### config.mk
export PLATFORM = sky130hd
export DESIGN_NAME = palindrome_arbiter_ctrl
export DESIGN_NICKNAME = d
export VERILOG_FILES = /design/src/rtl/palindrome_arbiter_ctrl.sv
export SDC_FILE = /design/constraint.sdc
export NUM_CORES = 1
export LEC_CHECK = 0
export ABC_AREA = 1
export BUFFER_PORTS_ARGS = -buffer_cell sky130_fd_sc_hd__clkbuf_2
export CAP_MARGIN = 15
export CORE_AREA = 2 2 113 115
export CTS_CLUSTER_SIZE = 30
export DETAILED_ROUTE_END_ITERATION = 10
export DIE_AREA = 0 0 115 117
export SLEW_MARGIN = 20
export SYNTH_ARGS = -nofsm -noshare
export SYNTH_HDL_FRONTEND = slang
export SYNTH_SLANG_ARGS = --single-unit
export TNS_END_PERCENT = 100
### constraint.sdc
create_clock -name clk -period 3.6 [get_ports clk]
set_clock_uncertainty 0.2 [all_clocks]
set_input_delay 0.36 -clock clk [delete_from_list [all_inputs] [get_ports clk]]
set_output_delay 0.36 -clock clk [all_outputs]
set_load 0.05 [all_outputs]
### src/rtl/palindrome_arbiter_ctrl.sv
// Shared palindrome-check engine: round-robin grant of NUM_REQ requesters, digit-serial
// decimal reversal, tagged result over a valid/ready port, saturating palindrome counter.
module palindrome_arbiter_ctrl #(
  parameter int NUM_REQ = 4,
  parameter int WIDTH   = 8,
  parameter int ID_W    = 2,
  parameter int CNT_W   = 16
) (
  input  logic                     clk,
  input  logic                     rst_n,
  input  logic [NUM_REQ-1:0]       in_valid,
  input  logic [NUM_REQ*WIDTH-1:0] in_number,
  output logic [NUM_REQ-1:0]       in_ready,
  output logic                     res_valid,
  input  logic                     res_ready,
  output logic [ID_W-1:0]          res_id,
  output logic [WIDTH-1:0]         res_number,
  output logic                     res_is_palindrome,
  output logic                     busy,
  output logic [CNT_W-1:0]         pal_count
);

  // Four spare bits hold any reversal without truncation (e.g. 255 -> 552).
  localparam int REV_W = WIDTH + 4;

  localparam logic [1:0] IDLE = 2'd0;
  localparam logic [1:0] ITER = 2'd1;
  localparam logic [1:0] DONE = 2'd2;

  logic [1:0]         state_r;
  logic [ID_W-1:0]    ptr_r;
  logic [WIDTH-1:0]   temp_r;
  logic [REV_W-1:0]   rev_r;
  logic [WIDTH-1:0]   orig_r;
  logic [ID_W-1:0]    id_r;
  logic               res_valid_r;
  logic [ID_W-1:0]    res_id_r;
  logic [WIDTH-1:0]   res_number_r;
  logic               res_pal_r;
  logic               busy_r;
  logic [CNT_W-1:0]   pal_count_r;

  logic               found_s;
  logic [ID_W-1:0]    grant_idx_s;
  logic [NUM_REQ-1:0] grant_s;
  logic [WIDTH-1:0]   grant_num_s;
  logic [WIDTH-1:0]   digit_s;
  logic [WIDTH-1:0]   temp_div_s;
  logic [REV_W-1:0]   rev_next_s;
  logic               is_pal_s;

  // Round-robin search: first valid requester after the pointer, wrapping.
  always_comb begin
    found_s     = 1'b0;
    grant_idx_s = '0;
    for (int k = 1; k <= NUM_REQ; k++) begin
      if (!found_s && in_valid[(int'(ptr_r) + k) % NUM_REQ]) begin
        found_s     = 1'b1;
        grant_idx_s = ID_W'((int'(ptr_r) + k) % NUM_REQ);
      end else begin
        found_s     = found_s;
      end
    end
  end

  // One-hot grant, only offered while idle.
  always_comb begin
    grant_s = '0;
    if ((state_r == IDLE) && found_s) begin
      grant_s = NUM_REQ'(1'b1) << grant_idx_s;
    end else begin
      grant_s = '0;
    end
  end

  assign grant_num_s = in_number[int'(grant_idx_s) * WIDTH +: WIDTH];
  assign digit_s     = temp_r % WIDTH'(4'd10);
  assign temp_div_s  = temp_r / WIDTH'(4'd10);
  assign rev_next_s  = (rev_r * REV_W'(4'd10)) + REV_W'(digit_s);
  assign is_pal_s    = ({4'b0000, orig_r} == rev_r);

  // Control FSM, digit-serial datapath, result registers and hit counter.
  always_ff @(posedge clk or negedge rst_n) begin
    if (!rst_n) begin
      state_r      <= IDLE;
      ptr_r        <= ID_W'(NUM_REQ - 1);
      temp_r       <= '0;
      rev_r        <= '0;
      orig_r       <= '0;
      id_r         <= '0;
      res_valid_r  <= 1'b0;
      res_id_r     <= '0;
      res_number_r <= '0;
      res_pal_r    <= 1'b0;
      busy_r       <= 1'b0;
      pal_count_r  <= '0;
    end else begin
      case (state_r)
        IDLE: begin
          if (|grant_s) begin
            orig_r  <= grant_num_s;
            temp_r  <= grant_num_s;
            rev_r   <= '0;
            id_r    <= grant_idx_s;
            ptr_r   <= grant_idx_s;
            busy_r  <= 1'b1;
            state_r <= ITER;
          end else begin
            state_r <= IDLE;
          end
        end
        ITER: begin
          if (temp_r != '0) begin
            rev_r  <= rev_next_s;
            temp_r <= temp_div_s;
          end else begin
            res_pal_r    <= is_pal_s;
            res_number_r <= orig_r;
            res_id_r     <= id_r;
            res_valid_r  <= 1'b1;
            state_r      <= DONE;
          end
        end
        DONE: begin
          if (res_valid_r && res_ready) begin
            res_valid_r <= 1'b0;
            busy_r      <= 1'b0;
            state_r     <= IDLE;
            if (res_pal_r && (pal_count_r != {CNT_W{1'b1}})) begin
              pal_count_r <= pal_count_r + CNT_W'(1'b1);
            end else begin
              pal_count_r <= pal_count_r;
            end
          end else begin
            state_r <= DONE;
          end
        end
        default: begin
          state_r     <= IDLE;
          res_valid_r <= 1'b0;
          busy_r      <= 1'b0;
        end
      endcase
    end
  end

  assign in_ready          = grant_s;
  assign res_valid         = res_valid_r;
  assign res_id            = res_id_r;
  assign res_number        = res_number_r;
  assign res_is_palindrome = res_pal_r;
  assign busy              = busy_r;
  assign pal_count         = pal_count_r;

endmodule

======== Word-level counts from Yosys, hierarchy flattened ========
Cells that the tools add are included.
cells by class
  add/sub/neg operators ................... 6
  shifts and indexed selects .............. 2
  bitwise gates (word level) .............. 7
  mux-type cells .......................... 36
  order comparisons ....................... 4
  div/mod/pow operators ................... 2
  equality and inequality tests ........... 8
  reduce and logical (&&, ||, !) cells .... 23
  multipliers ............................. 1
operators with widths
  operator                 number
  $shiftx A32 B6 Y8        1
  $mux W12                 2
  $pmux W12 S2             1
  $add A16 B1 Y16 const B  1
  $lt A3 B4 Y1 const B     4
  $mux W1                  16
  $mux W8                  2
  $ne A16 B16 Y1 const B   1
  $pmux W8 S2              1
  $add A12 B8 Y12          1
  $eq A8 B12 Y1            1
  $mul A12 B3 Y11 const B  1
  $mux W2                  6
  $reduce_and A3 Y1        4
  $bmux W1 S2              4
  $div A8 B4 Y8 const B    1
  $mod A8 B4 Y8 const B    1
  $reduce_bool A8 Y1       1
  $reduce_or A2 Y1         4
  $logic_and A1 B1 Y1      6
  $ne A2 B2 Y1 const B     3
  $pmux W1 S3              2
  $pmux W2 S3              1
  $add A2 B1 Y2 const B    2
  other kinds (13)         22
storage, ports and cells
  output and inout bits ................... 33
  input bits .............................. 39
  word-level logic and storage cells ...... 101
  register bits ........................... 63

======== Longest topological paths before layout ========
  depth in word-level cells ............... 21
  gate-level depth with buffers ........... 36

======== Worst setup path before layout ========
Ideal clock, no wire load.
  path type ............................... reg-to-reg
  start ................................... reg temp_r[6]
  end ..................................... reg rev_r[11]
  slack ................................... -332 ps
  data arrival time ....................... 3607 ps
  cell stages (with the launch flop) ...... 30
  path buffers ............................ 0
  setup time .............................. 126 ps
  clock period less this slack ............ 3932 ps
  cell sequence ........................... dfrtp_1 nor2_1 inv_1 o211ai_1 nand3_2 nand2_2 nand2_2 a21oi_4 nand2_4 nand2_4 nand2_1 nand2_1 inv_1 ha_1 nand2_1 o21ai_1 fa_1 nor2_1 o21a_1 nor2_1 nor2_1 o21ai_0 nand2_1 nand2_1 nand2_1 nand2_1 nor2_1 nand2_1 xor2_1 o22ai_1
on the way
  longest elaborated chain between the ends .. 4
  elaborated cells between the ends (all ways) .. 7
ends and longest elaborated chain
  item                    line  text
  from (decl)             32    logic [WIDTH-1:0] temp_r;
  from (signal assigned)  102   temp_r <= grant_num_s;
  from (signal assigned)  115   temp_r <= temp_div_s;
  $mod A8 B4 Y8           77    assign digit_s = temp_r % WIDTH'(4'd10);
  $add A12 B8 Y12         79    assign rev_next_s = (rev_r * REV_W'(4'd10)) + REV_W'(digit_s);
  $mux W12                113   if (temp_r != '0) begin
  $pmux W12 S2            98    case (state_r)
  to (signal assigned)    114   rev_r <= rev_next_s;
  to (decl)               33    logic [REV_W-1:0] rev_r;
Several ways; a longest one is shown, not always the timed one. The select of a mux whose other input is x is not followed.
A chain may end at the register's enable or synchronous reset.

======== Worst setup path in the final report ========
Ends and elaborated chain as after synthesis.

==> impl_summary.log <==
INFO  metric status = finished with violations
INFO  metric violations = negative setup slack
INFO  metric data_required_time_at_the_worst_endpoint = 3.59 ns
INFO  metric wl_per_cell = 12.84 um
INFO  metric clock_sink_count = 63
INFO  metric slew_violations = 0
INFO  metric worstHoldPathType = in -> reg
INFO  metric regArea = 1583 um2
INFO  metric cts_root_buffer = clkbuf_16
INFO  metric rsz0062_at_grt = yes
INFO  metric critical_path.most_common_cell = nand2_1
INFO  metric worst-endpoint-arrival = 4.18 ns
INFO  metric viasPerCell = 4.871
INFO  metric nFillCells = 1226
INFO  metric syn-instance-count = 531
INFO  metric std_cell_rows = 41
INFO  metric cts_made_buffers = 9
INFO  metric synth.distinct_cells = 49
INFO  metric ys_dominant_reg_cell = dfrtp_1
INFO  metric synth_warnings = 0
INFO  metric cp_slowest_stage_delay = 0.46 ns
INFO  metric dpl.hpwl = 7831 um
INFO  metric critPathMaxFanout = 5
INFO  metric rrSetupSlack = -0.59 ns
INFO  metric drv.max_cap_violation_count = 0
INFO  metric worst_setup_path_end_kind = register
INFO  metric grt_util_all_layers = 15.70%
INFO  metric finalHoldWorstSlack = 0.1510 ns
INFO  metric drt_iter0_markers = 238
INFO  metric routed-via-count = 3960
INFO  metric port-buffer-count = 71
INFO  metric postLayoutSetupSlackWorst = -0.5885 ns
INFO  metric critical_path.slowest_cell = dfrtp_2
INFO  metric floorplan.die.height = 117 um
INFO  metric pin_count_of_the_biggest_net_entering_global_routing = 38
INFO  metric die_width = 115 um
INFO  metric tritoncts = done
INFO  metric worst-setup-path-type = reg -> reg
INFO  metric drive_above_1_share = 31.22%
INFO  metric core_box_area = 12310 um2
INFO  metric clk_latency = 0.32 ns
INFO  metric ctsLongestPathBuffers = 2
INFO  metric max_slew_margin = 51.96%
INFO  metric setup_viol = 8
INFO  metric synthArstFlopShare = 100.0%
INFO  metric post-place-ws = -0.5577 ns
INFO  metric wl = 10440 um
INFO  metric multiInputGateArea = 2476 um2
INFO  metric flow.area_growth_from_synthesis = 31.94%
INFO  metric report.final.hold_viol_count = 0
INFO  metric drtPass1Iterations = 4
INFO  metric postRouteAntennaNets = 0
INFO  metric min_period = 4.189 ns
INFO  metric floorplan.initialDensity = 34.08%
INFO  metric grt_first_pass_wirelength = 16870 um
INFO  metric setup.worst_path.start_class = register
INFO  metric fmaxAchievable = 238.7 MHz
INFO  metric initial_antenna_violation_count = 0
INFO  metric num_antenna_cells = 0
INFO  metric htree_levels = 3
INFO  metric count_of_unresolved_drc_violations_after_routing = 0
INFO  metric path_clk_slew = 0.05 ns
INFO  metric design.portCount = 72
INFO  metric synth_seq_cells = 63
INFO  metric finish.utilization = 44.96%
INFO  metric syn_area_per_cell = 7.901 um2
INFO  metric vias_in_the_first_global_route = 3678
INFO  metric synth-edff-count = 0
INFO  metric place.gp.congestion = 0.8186
INFO  metric fp.dieArea = 13460 um2
INFO  metric layout.nets = 724
INFO  metric overflow = 0
INFO  metric synth_area = 4195 um2
INFO  metric tightestPinTransition = 0.7188 ns
INFO  metric min_period_over_period = 116.3%
INFO  metric synth_sequential_area_ratio = 37.64%
-- registers in the layout (all words and copies together), names as in the netlist --
register and flops:
busy 1, id_r 2, orig_r 8, pal_count 16
ptr_r 2, res_id 2, res_is_palindrome 1, res_number 8
res_valid 1, rev_r 12, state_r 2, temp_r 8
-- final timing paths --
check,startpoint,end,cells after the start
max in group asynchronous,rst_n,temp_r[6],3
hold / removal,in_number[16],orig_r[0],3
setup reg to reg,temp_r[6],rev_r[11],33
setup / recovery,temp_r[6],rev_r[11],33
hold reg to reg,res_id[0],res_id[0],2
min in group asynchronous,rst_n,pal_count[7],2
-- worst max-delay path, delay by kind of cell (launching register included) --
| kind | cells | cell delay, ns |
|---|---|---|
| compound gates | 4 | 0.54 |
| xor+xnor | 1 | 0.13 |
| fa+ha+maj | 2 | 0.58 |
| buf+inv | 5 | 0.45 |
| flops | 1 | 0.46 |
| simple gates | 21 | 1.65 |
-- cell usage after synthesis (4+ instances only) --
master,number,area share (%)
dfrtp_1,61,36
inv_2,10,0.89
nand3_1,19,2.3
ha_1,25,7.5
nand2_2,7,1.0
o21ai_0,28,3.3
xor2_1,17,3.5
a22oi_1,8,1.4
inv_1,58,5.2
nor3_1,5,0.60
a21oi_1,11,1.3
nand4_1,13,1.9
o22ai_1,4,0.60
o211ai_1,4,0.72
nor2_1,40,3.6
clkbuf_1,4,0.36
nand2_1,137,12
o21ai_1,9,1.1
a31oi_1,4,0.60
xnor2_1,16,3.3
-- metal layers --
| layer | part of all wire (%) | global-route usage, % |
|---|---|---|
| met4 | 0.98 | 3.133 |
| met1 | 46 | 20.37 |
| met2 | 49 | 26.94 |
| met5 | 0 | 0 |
| met3 | 4.6 | 3.759 |
-- cells by family (layout without fill, tap and decap cells) --
group	after synthesis	count (layout)	synth area share, %
and+or+nand+nor	242	242	26.22
AOI/OAI and AO/OA	85	85	12.82
buffers and inverters	77	208	7.128
DFF	63	63	37.64
xor gates and xnor gates	33	33	6.889
adders and majority gates	27	27	8.410
muxes	3	3	0.8052
other	1	2	0.08939
-- what timing repair did --
item                       in CTS  in global routing
hold endpoints to repair       24                  0
gates resized for setup        15                 18
pin swaps                      25                 27
hold buffers                    1                  0
setup buffers                  13                 10
setup endpoints to repair       7                  8
-- through the flow --
step                instances  setup TNS (ns)  instance area (um2)
finish                    813          -3.059                 5535
global route              813          -5.886                 5535
CTS                       803          -1.967                 5379
detailed placement        773          -2.153                 4938
global placement          773          -1.270                 4938
floorplan                 532         -0.6323                 4222
-- final cells by class --
type / count / area share (%)
tap: 150 / 3.391
timing repair buffer: 124 / 13.65
clock buffer: 13 / 4.702
multi-input combinational: 392 / 44.73
clock inverter: 3 / 0.3165
sequential: 63 / 28.59
inverter: 68 / 4.611
-- cell usage in the layout (no fill, tap or decap), types with 4 or more instances in the layout --
| cell | netlist | routed |
|---|---|---|
| ha_1 | 25 | 23 |
| a21oi_1 | 11 | 9 |
| clkbuf_2 | 0 | 71 |
| inv_2 | 10 | 16 |
| nand2_4 | 3 | 9 |
| o21ai_0 | 28 | 25 |
| xnor2_1 | 16 | 16 |
| inv_1 | 58 | 52 |
| clkbuf_16 | 0 | 9 |
| a22oi_1 | 8 | 8 |
| nor3_1 | 5 | 5 |
| xor2_1 | 17 | 17 |
| o211ai_1 | 4 | 4 |
| nand3_1 | 19 | 17 |
| a31oi_1 | 4 | 4 |
| nor2_2 | 3 | 6 |
| nand2_2 | 7 | 7 |
| o21ai_1 | 9 | 11 |
| o22ai_1 | 4 | 4 |
| nand4_1 | 13 | 13 |
| nand3_4 | 1 | 4 |
| dfrtp_1 | 61 | 58 |
| nand2_1 | 137 | 131 |
| buf_4 | 2 | 52 |
| nor2_1 | 40 | 35 |
| nor2_4 | 2 | 4 |
Power is left out: the tool's default activity adds up to more than one toggle a clock period on the data nets, which glitch-free logic cannot reach.
